===== src/rtl/rtc_pkg.sv =====
// RTC time reader shared definitions: FSM state encoding and I2C transfer constants.
// Latency: n/a (declarations only).
// Backpressure: n/a (declarations only).
//
// Contents:
//   state_t             - reader FSM states
//   RTC_ADDRESS_DEFAULT - 7-bit I2C address of a DS1307-style RTC
//   RTC_REG_POINTER     - register pointer written before the read (seconds register)
//   RTC_BYTES_TO_SEND   - number of bytes in the write phase (just the pointer)
//   RTC_BYTES_TO_READ   - number of bytes read back (seconds, minutes, hours)
package rtc_pkg;

    typedef enum logic [2:0] {
        ST_WAIT      = 3'd0,
        ST_REQUEST   = 3'd1,
        ST_WAIT_BUSY = 3'd2,
        ST_WAIT_DONE = 3'd3,
        ST_DECODE    = 3'd4
    } state_t;

    localparam logic [6:0] RTC_ADDRESS_DEFAULT = 7'h68;
    localparam logic [7:0] RTC_REG_POINTER     = 8'h00;
    localparam logic [4:0] RTC_BYTES_TO_SEND   = 5'd1;
    localparam logic [4:0] RTC_BYTES_TO_READ   = 5'd3;

endpackage


===== src/rtl/rtc_time_reader_if.sv =====
// Command/response bundle between the RTC time reader and a generic I2C master.
// Latency: n/a (wires only).
// Backpressure: i2cReady low means the I2C master is busy; a start is only issued while it is high.
//
// Signals:
//   i2cStart               - one-cycle start pulse (reader -> I2C master)
//   i2cAddress             - 7-bit target address
//   i2cNrOfBytesToSend     - write-phase byte count
//   i2cBytesToSend         - write-phase payload, byte 0 sent first
//   i2cNrOfBytesToRead     - read-phase byte count
//   i2cBytesRead           - read payload, first received byte at the highest used index
//   i2cReady               - I2C master idle
//   i2cClockStretchTimeout - I2C master error flag
//   i2cNoAck               - I2C master error flag
// Modports: master = the reader that issues transactions, slave = the I2C engine that serves them.
interface rtc_time_reader_if;

    logic             i2cStart;
    logic [6:0]       i2cAddress;
    logic [4:0]       i2cNrOfBytesToSend;
    logic [15:0][7:0] i2cBytesToSend;
    logic [4:0]       i2cNrOfBytesToRead;
    logic [15:0][7:0] i2cBytesRead;
    logic             i2cReady;
    logic             i2cClockStretchTimeout;
    logic             i2cNoAck;

    modport master (
        output i2cStart,
        output i2cAddress,
        output i2cNrOfBytesToSend,
        output i2cBytesToSend,
        output i2cNrOfBytesToRead,
        input  i2cBytesRead,
        input  i2cReady,
        input  i2cClockStretchTimeout,
        input  i2cNoAck
    );

    modport slave (
        input  i2cStart,
        input  i2cAddress,
        input  i2cNrOfBytesToSend,
        input  i2cBytesToSend,
        input  i2cNrOfBytesToRead,
        output i2cBytesRead,
        output i2cReady,
        output i2cClockStretchTimeout,
        output i2cNoAck
    );

endinterface


===== src/rtl/bcd_to_binary.sv =====
// Two-digit packed BCD to binary converter with digit-range flag.
// Latency: combinational.
// Backpressure: none.
//
// Ports:
//   i_bcd         - packed BCD, tens in [7:4], units in [3:0]
//   o_binary      - tens*10 + units, truncated to 7 bits
//   o_digitsValid - both nibbles are 0..9
module bcd_to_binary (
    input  logic [7:0] i_bcd,
    output logic [6:0] o_binary,
    output logic       o_digitsValid
);

    logic [3:0] w_tens;
    logic [3:0] w_units;

    assign w_tens  = i_bcd[7:4];
    assign w_units = i_bcd[3:0];

    // 7-bit arithmetic wraps modulo 128, which is exactly truncation of the full result.
    assign o_binary      = ({3'b000, w_tens} * 7'd10) + {3'b000, w_units};
    assign o_digitsValid = (w_tens <= 4'd9) && (w_units <= 4'd9);

endmodule


===== src/rtl/rtc_time_reader.sv =====
// Periodically (or on refresh) reads seconds/minutes/hours from an I2C RTC and decodes them to binary.
// Latency: start issued the cycle after the trigger; time outputs update one cycle after the read completes.
// Backpressure: a start is only issued while i2cReady is high; refreshes arriving mid-transaction merge into one pending read.
//
// Ports:
//   clock, reset (async, active-high)
//   refresh   - one-cycle pulse requesting an immediate read
//   bus       - rtc_time_reader_if.master towards the I2C engine
//   seconds, minutes, hours - last good decoded time (binary)
//   timeValid - time outputs hold a good decoded read
//   error     - last transaction or decode failed
// Build option: define RTC_BCD_CHECK_EN to reject non-decimal digits and out-of-range fields.
module rtc_time_reader
    import rtc_pkg::*;
#(
    parameter int unsigned ClockFrequency    = 1000000,
    parameter int unsigned PollPeriodMs      = 1000,
    parameter logic [6:0]  RtcAddress        = RTC_ADDRESS_DEFAULT,
    parameter int unsigned BusyTimeoutCycles = 4 * (ClockFrequency / 1000)
) (
    input  logic                      clock,
    input  logic                      reset,
    input  logic                      refresh,
    rtc_time_reader_if.master         bus,
    output logic [5:0]                seconds,
    output logic [5:0]                minutes,
    output logic [4:0]                hours,
    output logic                      timeValid,
    output logic                      error
);

    localparam logic [31:0] POLL_LIMIT = 32'(PollPeriodMs * (ClockFrequency / 1000) - 1);
    localparam logic [31:0] BUSY_LIMIT = 32'(BusyTimeoutCycles - 1);

    state_t      r_state;
    state_t      w_state_next;
    logic [31:0] r_poll_cnt;
    logic [31:0] r_busy_cnt;
    logic        r_pending;
    logic [5:0]  r_seconds;
    logic [5:0]  r_minutes;
    logic [4:0]  r_hours;
    logic        r_time_valid;
    logic        r_error;

    logic        w_start;
    logic        w_go;
    logic        w_fail;
    logic        w_ok;
    logic        w_poll_expired;
    logic        w_decode_ok;

    logic [6:0]  w_sec_bin;
    logic [6:0]  w_min_bin;
    logic [6:0]  w_hr_bin;
    logic        w_sec_digits_ok;
    logic        w_min_digits_ok;
    logic        w_hr_digits_ok;
    logic        w_unused_ok;

    // Fixed transfer description: write the register pointer, read three bytes back.
    assign bus.i2cAddress         = RtcAddress;
    assign bus.i2cNrOfBytesToSend = RTC_BYTES_TO_SEND;
    assign bus.i2cBytesToSend     = {{15{8'h00}}, RTC_REG_POINTER};
    assign bus.i2cNrOfBytesToRead = RTC_BYTES_TO_READ;
    assign bus.i2cStart           = w_start;

    assign seconds   = r_seconds;
    assign minutes   = r_minutes;
    assign hours     = r_hours;
    assign timeValid = r_time_valid;
    assign error     = r_error;

    // The first byte received (seconds register) lands at the highest index.
    // Seconds bit 7 is the RTC clock-halt flag; hours bits 7:6 are mode bits, not digits.
    bcd_to_binary u_bcd_sec (
        .i_bcd        ({1'b0, bus.i2cBytesRead[2][6:0]}),
        .o_binary     (w_sec_bin),
        .o_digitsValid(w_sec_digits_ok)
    );

    bcd_to_binary u_bcd_min (
        .i_bcd        (bus.i2cBytesRead[1]),
        .o_binary     (w_min_bin),
        .o_digitsValid(w_min_digits_ok)
    );

    bcd_to_binary u_bcd_hr (
        .i_bcd        ({2'b00, bus.i2cBytesRead[0][5:0]}),
        .o_binary     (w_hr_bin),
        .o_digitsValid(w_hr_digits_ok)
    );

    // 12-hour mode (hours bit 6) cannot be represented in the 0..23 output.
`ifdef RTC_BCD_CHECK_EN
    assign w_decode_ok = !bus.i2cBytesRead[0][6]
                       && w_sec_digits_ok && w_min_digits_ok && w_hr_digits_ok
                       && (w_sec_bin <= 7'd59) && (w_min_bin <= 7'd59) && (w_hr_bin <= 7'd23);
`else
    assign w_decode_ok = !bus.i2cBytesRead[0][6];
`endif

    // Bytes beyond the three read and bits dropped by truncation are intentionally ignored.
    assign w_unused_ok = ^{bus.i2cBytesRead[15:3], bus.i2cBytesRead[2][7], bus.i2cBytesRead[0][7],
                           w_sec_bin[6], w_min_bin[6], w_hr_bin[6:5],
                           w_sec_digits_ok, w_min_digits_ok, w_hr_digits_ok};

    assign w_poll_expired = (r_poll_cnt >= POLL_LIMIT);

    always_ff @(posedge clock or posedge reset) begin
        if (reset) begin
            r_state <= ST_WAIT;
        end else begin
            r_state <= w_state_next;
        end
    end

    always_comb begin
        w_state_next = r_state;
        w_start      = 1'b0;
        w_go         = 1'b0;
        w_fail       = 1'b0;
        w_ok         = 1'b0;
        case (r_state)
            ST_WAIT: begin
                // A refresh in the same cycle as poll expiry still yields one transaction.
                if ((w_poll_expired || r_pending || refresh) && bus.i2cReady) begin
                    w_go         = 1'b1;
                    w_state_next = ST_REQUEST;
                end
            end
            ST_REQUEST: begin
                w_start      = 1'b1;
                w_state_next = ST_WAIT_BUSY;
            end
            ST_WAIT_BUSY: begin
                if (!bus.i2cReady) begin
                    w_state_next = ST_WAIT_DONE;
                end else if (r_busy_cnt >= BUSY_LIMIT) begin
                    w_fail       = 1'b1;
                    w_state_next = ST_WAIT;
                end
            end
            ST_WAIT_DONE: begin
                if (bus.i2cReady) begin
                    if (bus.i2cNoAck || bus.i2cClockStretchTimeout) begin
                        w_fail       = 1'b1;
                        w_state_next = ST_WAIT;
                    end else begin
                        w_state_next = ST_DECODE;
                    end
                end
            end
            ST_DECODE: begin
                w_ok         = w_decode_ok;
                w_fail       = !w_decode_ok;
                w_state_next = ST_WAIT;
            end
            default: begin
                w_state_next = ST_WAIT;
            end
        endcase
    end

    always_ff @(posedge clock or posedge reset) begin
        if (reset) begin
            r_poll_cnt   <= '0;
            r_busy_cnt   <= '0;
            r_pending    <= 1'b0;
            r_seconds    <= '0;
            r_minutes    <= '0;
            r_hours      <= '0;
            r_time_valid <= 1'b0;
            r_error      <= 1'b0;
        end else begin
            // Poll counter only advances while idle and saturates at expiry until the master is free.
            if (w_go) begin
                r_poll_cnt <= '0;
            end else if ((r_state == ST_WAIT) && !w_poll_expired) begin
                r_poll_cnt <= r_poll_cnt + 32'd1;
            end

            if (r_state == ST_REQUEST) begin
                r_busy_cnt <= '0;
            end else if (r_state == ST_WAIT_BUSY) begin
                r_busy_cnt <= r_busy_cnt + 32'd1;
            end

            // Refreshes merge into a single pending request, consumed by the transaction being launched.
            if (w_go) begin
                r_pending <= 1'b0;
            end else if (refresh) begin
                r_pending <= 1'b1;
            end

            if (w_fail) begin
                r_error <= 1'b1;
            end

            // All three fields update in one edge so no mixed old/new time is ever visible.
            if (w_ok) begin
                r_seconds    <= w_sec_bin[5:0];
                r_minutes    <= w_min_bin[5:0];
                r_hours      <= w_hr_bin[4:0];
                r_time_valid <= 1'b1;
                r_error      <= 1'b0;
            end
        end
    end

endmodule


===== src/flat_wrapper.sv =====
// flat-port wrapper written by rule: the top's interface ports become plain ports
module rtc_time_reader_flat import rtc_pkg::*;
#(
    parameter int unsigned ClockFrequency    = 1000000,
    parameter int unsigned PollPeriodMs      = 1000,
    parameter logic [6:0]  RtcAddress        = RTC_ADDRESS_DEFAULT,
    parameter int unsigned BusyTimeoutCycles = 4 * (ClockFrequency / 1000)
)
  (clock, reset, refresh, seconds, minutes, hours, timeValid, error, bus_i2cStart, bus_i2cAddress, bus_i2cNrOfBytesToSend, bus_i2cBytesToSend, bus_i2cNrOfBytesToRead, bus_i2cBytesRead, bus_i2cReady, bus_i2cClockStretchTimeout, bus_i2cNoAck);
  rtc_time_reader_if bus_i ();
  input  logic clock;
  input  logic reset;
  input  logic refresh;
  output logic [5:0] seconds;
  output logic [5:0] minutes;
  output logic [4:0] hours;
  output logic timeValid;
  output logic error;
  output wire logic [$bits(bus_i.i2cStart)-1:0] bus_i2cStart;
  output wire logic [$bits(bus_i.i2cAddress)-1:0] bus_i2cAddress;
  output wire logic [$bits(bus_i.i2cNrOfBytesToSend)-1:0] bus_i2cNrOfBytesToSend;
  output wire logic [$bits(bus_i.i2cBytesToSend)-1:0] bus_i2cBytesToSend;
  output wire logic [$bits(bus_i.i2cNrOfBytesToRead)-1:0] bus_i2cNrOfBytesToRead;
  input wire logic [$bits(bus_i.i2cBytesRead)-1:0] bus_i2cBytesRead;
  input wire logic [$bits(bus_i.i2cReady)-1:0] bus_i2cReady;
  input wire logic [$bits(bus_i.i2cClockStretchTimeout)-1:0] bus_i2cClockStretchTimeout;
  input wire logic [$bits(bus_i.i2cNoAck)-1:0] bus_i2cNoAck;
  assign bus_i2cStart = bus_i.i2cStart;
  assign bus_i2cAddress = bus_i.i2cAddress;
  assign bus_i2cNrOfBytesToSend = bus_i.i2cNrOfBytesToSend;
  assign bus_i2cBytesToSend = bus_i.i2cBytesToSend;
  assign bus_i2cNrOfBytesToRead = bus_i.i2cNrOfBytesToRead;
  assign bus_i.i2cBytesRead = bus_i2cBytesRead;
  assign bus_i.i2cReady = bus_i2cReady;
  assign bus_i.i2cClockStretchTimeout = bus_i2cClockStretchTimeout;
  assign bus_i.i2cNoAck = bus_i2cNoAck;
  rtc_time_reader #(.ClockFrequency(ClockFrequency), .PollPeriodMs(PollPeriodMs), .RtcAddress(RtcAddress), .BusyTimeoutCycles(BusyTimeoutCycles)) u_core (.clock(clock), .reset(reset), .refresh(refresh), .bus(bus_i), .seconds(seconds), .minutes(minutes), .hours(hours), .timeValid(timeValid), .error(error));
endmodule

===== config.mk =====
export PLATFORM = sky130hd
export DESIGN_NAME = rtc_time_reader_flat
export DESIGN_NICKNAME = d
export VERILOG_FILES = /design/src/rtl/rtc_pkg.sv /design/src/rtl/rtc_time_reader_if.sv /design/src/rtl/bcd_to_binary.sv /design/src/rtl/rtc_time_reader.sv /design/src/flat_wrapper.sv
export SDC_FILE = /design/constraint.sdc
export NUM_CORES = 1
export LEC_CHECK = 0
export CAP_MARGIN = 20
export CORE_AREA = 2 2 142 102
export DETAILED_ROUTE_END_ITERATION = 8
export DIE_AREA = 0 0 144 104
export PLACE_DENSITY_LB_ADDON = 0.25
export SETUP_SLACK_MARGIN = 0.1
export SYNTH_ARGS = -nofsm -noshare
export SYNTH_HDL_FRONTEND = slang
export SYNTH_HIERARCHICAL = 1
export SYNTH_SLANG_ARGS = --single-unit

===== constraint.sdc =====
create_clock -name clock -period 6.9 [get_ports clock]
set_input_delay 0.69 -clock clock [delete_from_list [all_inputs] [get_ports clock]]
set_output_delay 0.69 -clock clock [all_outputs]
set_load 0.02 [all_outputs]

==> results.json, run 1 <==
{
  "dp_hpwl_um": 7960,
  "globalRouteOverflowTotal": 0,
  "startpoint": "u_core/r_state[0]",
  "stdcell_area_um2": 6150,
  "rows": 36,
  "initial_core_util_pct": 41.9,
  "setup-tns-final_ns": 0,
  "r2r_end": "u_core/r_poll_cnt[18]",
  "syn_area_um2": 5720,
  "drt_iter0_drc": 249,
  "arrival_ns": 2.15,
  "critPathRequiredTime_ns": 6.21,
  "placeableCoreArea_um2": 13600,
  "hold_class": "register to register",
  "grt_max_degree": 66,
  "port_buffers": 47,
  "reg2reg_slack_ns": 4.33,
  "vias": 3873,
  "pwr_density_cell_nw_per_um2": 249,
  "grt_pass1_wl_um": 17400,
  "htree_levels": 3,
  "fin_crit_sh_pct": 41.1,
  "cts_tree": "done",
  "vias_per_cell": 4.62,
  "ioPinCount": 299,
  "n_antenna_cell": 0,
  "crit_type": "register to output port",
  "fmax_mhz": 353,
  "antenna_found_initial": 0,
  "antenna_left": 0,
  "setup_viol": 0,
  "place_area_um2": 5840,
  "die_y_um": 104,
  "avgSynthCellArea_um2": 9.57,
  "ys_warn_count": 6,
  "routed_wl_um": 10800,
  "slew_headroom_pct": 32.1,
  "gp_congestion": 0.788,
  "wire_per_inst_um": 12.9,
  "fin_nets": 803,
  "peakVddDrop_uv": 126,
  "cts_hold_buf": 0,
  "path_max_fanout": 11,
  "synthCells": 598,
  "final_max_slew_viol_count": 0,
  "clk_latency_ns": 0.34,
  "fin_ws_ns": 4.06,
  "die_x_um": 144,
  "drive_gt1_share_pct": 8.01,
  "dr.pass1.iters": 4,
  "min_path_cells": 1,
  "min-delay-start": "u_core/timeValid",
  "cap_violations": 0,
  "area_growth_pct": 7.52,
  "numCtsBuffers": 9,
  "utilization_pct": 45.1,
  "clkSinkCount": 87,
  "p_leak_nw": 2.90,
  "postCtsSetupRepairBufs": 0,
  "worst_setup_path_start_kind": "register",
  "fillers": 1305,
  "path_clk_slew_ns": 0.07,
  "finalHoldViolCount": 0,
  "cts-root-buf": "clkbuf_16",
  "dp_slack_ns": 4.19,
  "grt_pass1_vias": 3463,
  "drc": 0,
  "cts_resized": 0,
  "rr_startpoint": "u_core/r_poll_cnt[12]",
  "worst_pin_slew_ns": 1.01,
  "holdPathEnd": "u_core/timeValid",
  "track_usage_pct": 14.7,
  "outcome": "finished clean",
  "die-area_um2": 15000,
  "post-route-min-period_ns": 2.84,
  "rsz0062_at_grt": "false",
  "hold_slack_ns": 0.479,
  "clockBufferDepth": 2,
  "rr_worst_depth": 5,
  "worst_setup_path_end_kind": "output port",
  "finClkSkew_ns": 0.00749
}
-- worst max-delay path by stage --
stage | to | depth (start not counted)
2_1_floorplan | u_core/error | 1
3_3_place_gp | u_core/seconds[5] | 6
3_5_place_dp | u_core/seconds[5] | 6
4_1_cts | bus_i2cStart | 3
5_1_grt | bus_i2cStart | 3
6_report | bus_i2cStart | 3
-- where the power goes --
part	leakage, nW	total [W]	internal (W)	switching [W]
clock	0.152	0.000499	0.000300	0.000199
combinational	1.58	0.000397	0.000147	0.000250
sequential	1.17	0.000634	0.000568	0.0000665
total	2.90	0.00153	0.00101	0.000515
-- layout by cell type (no fill, tap or decap), drive strengths merged, types with 2 or more instances in the layout --
| cell type | instances |
|---|---|
| nor2b | 14 |
| conb | 148 |
| buf | 5 |
| and4 | 5 |
| nor2 | 44 |
| clkbuf | 11 |
| or3b | 2 |
| o31ai | 6 |
| nand3 | 21 |
| clkdlybuf4s50 | 47 |
| clkinv | 4 |
| or2 | 2 |
| inv | 19 |
| mux2 | 17 |
| xor2 | 26 |
| o211ai | 2 |
| nor3 | 9 |
| or3 | 15 |
| nor4 | 10 |
| xnor2 | 10 |
| o211a | 2 |
| dfrtp | 87 |
| and2 | 3 |
| fa | 5 |
| a21oi | 26 |
| nand2 | 21 |
| a211oi | 4 |
| ha | 20 |
| nor3b | 2 |
| nand4 | 18 |
| o21ai | 17 |
| and3 | 4 |
| a311oi | 2 |
| or4 | 7 |
| nand4b | 2 |
-- sequential cells by signal, summed over array words and instances (netlist names) --
| register | cells |
|---|---|
| u_core/r_busy_cnt | 32 |
| u_core/r_poll_cnt | 32 |
| u_core/minutes | 6 |
| u_core/seconds | 6 |
| u_core/hours | 5 |
| u_core/r_state | 3 |
| u_core/error | 1 |
| u_core/r_pending | 1 |
| u_core/timeValid | 1 |
-- worst max-delay path, cell delays in order, from the launching register on --
cell	delay (ns)
dfrtp_1	0.56
or3b_2	0.53
inv_1	0.10
clkdlybuf4s50_1	0.61
-- through the flow --
step                power (W)  cells
finish                0.00153    839
global route          0.00162    839
CTS                   0.00155    839
detailed placement    0.00104    823
global placement      0.00103    823
floorplan            0.000985    744
-- metal layers --
layer,up-vias,global-route usage (%),share of wire [%]
met5,-,0,0
met4,0,4.76,2.1
met3,13,4.33,6.1
met2,128,22.9,47
met1,1882,19.7,45
li1,1850,-,-
-- cell type report --
| cell class | count | area [µm²] | area share, % |
|---|---|---|---|
| sequential | 87 | 2180 | 35.4 |
| inverter | 20 | 76.3 | 1.24 |
| timing repair buffer | 52 | 508 | 8.26 |
| clock buffer | 11 | 253 | 4.11 |
| clock inverter | 5 | 56.3 | 0.915 |
| multi-input combinational | 474 | 2850 | 46.2 |
| tap | 190 | 238 | 3.86 |
Note: power is estimated with default switching activity, not from simulation.
==> run 2, diff against run 1 <==
--- a/config.mk
+++ b/config.mk
@@ -6,9 +6,9 @@
 export NUM_CORES = 1
 export LEC_CHECK = 0
 export CAP_MARGIN = 20
-export CORE_AREA = 2 2 142 102
+export CORE_AREA = 2 2 147 106
 export DETAILED_ROUTE_END_ITERATION = 8
-export DIE_AREA = 0 0 144 104
+export DIE_AREA = 0 0 149 108
 export PLACE_DENSITY_LB_ADDON = 0.25
 export SETUP_SLACK_MARGIN = 0.1
 export SYNTH_ARGS = -nofsm -noshare
==> constraint.sdc (replaced) <==
create_clock -name clock -period 2.65 [get_ports clock]
set_input_delay 0.265 -clock clock [delete_from_list [all_inputs] [get_ports clock]]
set_output_delay 0.265 -clock clock [all_outputs]
set_load 0.02 [all_outputs]
==> results.json, run 2 (same netlist as run 1, synthesis figures left out) <==
{
  "htree_levels": 3,
  "gp_congestion": 0.829,
  "globalRouteOverflowTotal": 0,
  "path_max_fanout": 11,
  "path_clk_slew_ns": 0.06,
  "fin_nets": 817,
  "fmax_mhz": 423,
  "placeableCoreArea_um2": 14500,
  "clockBufferDepth": 2,
  "fin_crit_sh_pct": 89.3,
  "wl_met1_um": 4720,
  "worst_pin_slew_ns": 0.803,
  "cts_hold_buf": 0,
  "p_leak_nw": 3.00,
  "die_x_um": 149,
  "grt_max_degree": 55,
  "cap_violations": 0,
  "clk_latency_ns": 0.34,
  "die_y_um": 108,
  "antenna_found_initial": 0,
  "highest_layer": "met4",
  "peakVddDrop_uv": 301,
  "reg2reg_slack_ns": 0.28,
  "outcome": "finished clean",
  "cts-root-buf": "clkbuf_16",
  "drt_iter0_drc": 159,
  "route.met3.wl_um": 587,
  "dr.pass1.iters": 4,
  "post-route-min-period_ns": 2.37,
  "port_buffers": 47,
  "routed_wl_um": 10600,
  "final_cells": 858,
  "critPathRequiredTime_ns": 2.92,
  "finalHoldViolCount": 0,
  "drive_gt1_share_pct": 10.1,
  "vias": 3888,
  "hold_class": "primary input to asynchronous set/reset pin",
  "rr_worst_depth": 5,
  "ioPinCount": 299,
  "met2_length_um": 5220,
  "track_usage_pct": 13.4,
  "n_antenna_cell": 0,
  "wire_per_inst_um": 12.4,
  "antenna_left": 0,
  "final_max_slew_viol_count": 0,
  "setup-tns-final_ns": 0,
  "clkSinkCount": 87,
  "pwr_density_cell_nw_per_um2": 646,
  "worst_setup_path_end_kind": "register",
  "utilization_pct": 43.4,
  "crit_type": "register to register",
  "setup_viol": 0,
  "finClkSkew_ns": 0.0103,
  "numCtsBuffers": 9,
  "r2r_end": "u_core/r_poll_cnt[3]",
  "rows": 37,
  "layout_common_cells": "conb_1 (148), dfrtp_1 (87), clkdlybuf4s50_1 (46)",
  "arrival_ns": 2.63,
  "layout_commonest_cell": "conb_1",
  "top_regs": "u_core/r_busy_cnt (32), u_core/r_poll_cnt (32)",
  "grt_pass1_vias": 3584,
  "area_growth_pct": 10.2,
  "dp.cells": 839,
  "dp_hpwl_um": 8000,
  "die-area_um2": 16100,
  "vias_per_cell": 4.53,
  "rr_startpoint": "u_core/r_poll_cnt[12]",
  "rsz0062_at_grt": "false",
  "fillers": 1378,
  "worst_setup_path_start_kind": "register",
  "drc": 0,
  "initial_core_util_pct": 39.4,
  "slew_headroom_pct": 46.3,
  "grt_pass1_wl_um": 17300,
  "cts_tree": "done"
}
## run 2: layout make-up
cell class              instances  area (µm²)  area share (%)
inverters                      20        76.3            1.21
flip-flops and latches         87        2180            34.5
well taps                     195         244            3.87
clock buffers                  10         239            3.79
repair buffers                 66         637            10.1
clock inverters                 6        83.8            1.33
multi-input cells             474        2850            45.2
## run 2: repair_timing
action	CTS	global route
setup endpoints to repair	1	2
setup buffers	0	3
pin swaps	0	1
gates resized for setup	1	0
## run 2: worst max path at each step
stage                                     start                    end  slack (ns)  cells past startpoint
after floorplan                           reset           u_core/error        0.13                      1
after global placement    u_core/r_poll_cnt[12]  u_core/r_poll_cnt[18]        0.27                      5
after detailed placement  u_core/r_poll_cnt[12]   u_core/r_poll_cnt[8]        0.16                      6
after CTS                 u_core/r_poll_cnt[12]   u_core/r_poll_cnt[8]        0.14                      6
after global routing      u_core/r_poll_cnt[12]   u_core/r_poll_cnt[3]        0.11                      5
final                     u_core/r_poll_cnt[12]   u_core/r_poll_cnt[3]        0.28                      5
## run 2: where the power goes
group / switching (W) / internal [W]
clock: 0.000509 / 0.000848
combinational: 0.000663 / 0.000418
sequential: 0.000157 / 0.00148
## run 2: critical path: stages (launching register included)
cell and delay, ns:
dfrtp_1 0.42, or4_1 0.57, o2111ai_2 0.26, o211ai_1 0.30, or4_1 0.59, a21oi_1 0.15
## run 2: routing by layer
layer | global-route usage, % | vias up
met2 | 22.7 | 131
met4 | 3.67 | 0
met1 | 17.2 | 1871
li1 | - | 1875
met5 | 0 | -
met3 | 3.46 | 11
## run 2: per-stage QoR
| step | hold slack [ns] | power (W) | instance area, µm² | setup slack (ns) |
|---|---|---|---|---|
| after floorplan | 0.336 | 0.00256 | 6270 | 0.135 |
| after global placement | 0.456 | 0.00273 | 5960 | 0.268 |
| after detailed placement | 0.468 | 0.00274 | 5960 | 0.158 |
| after CTS | 0.333 | 0.00412 | 6280 | 0.136 |
| after global routing | 0.369 | 0.00431 | 6300 | 0.113 |
| final | 0.305 | 0.00407 | 6300 | 0.285 |
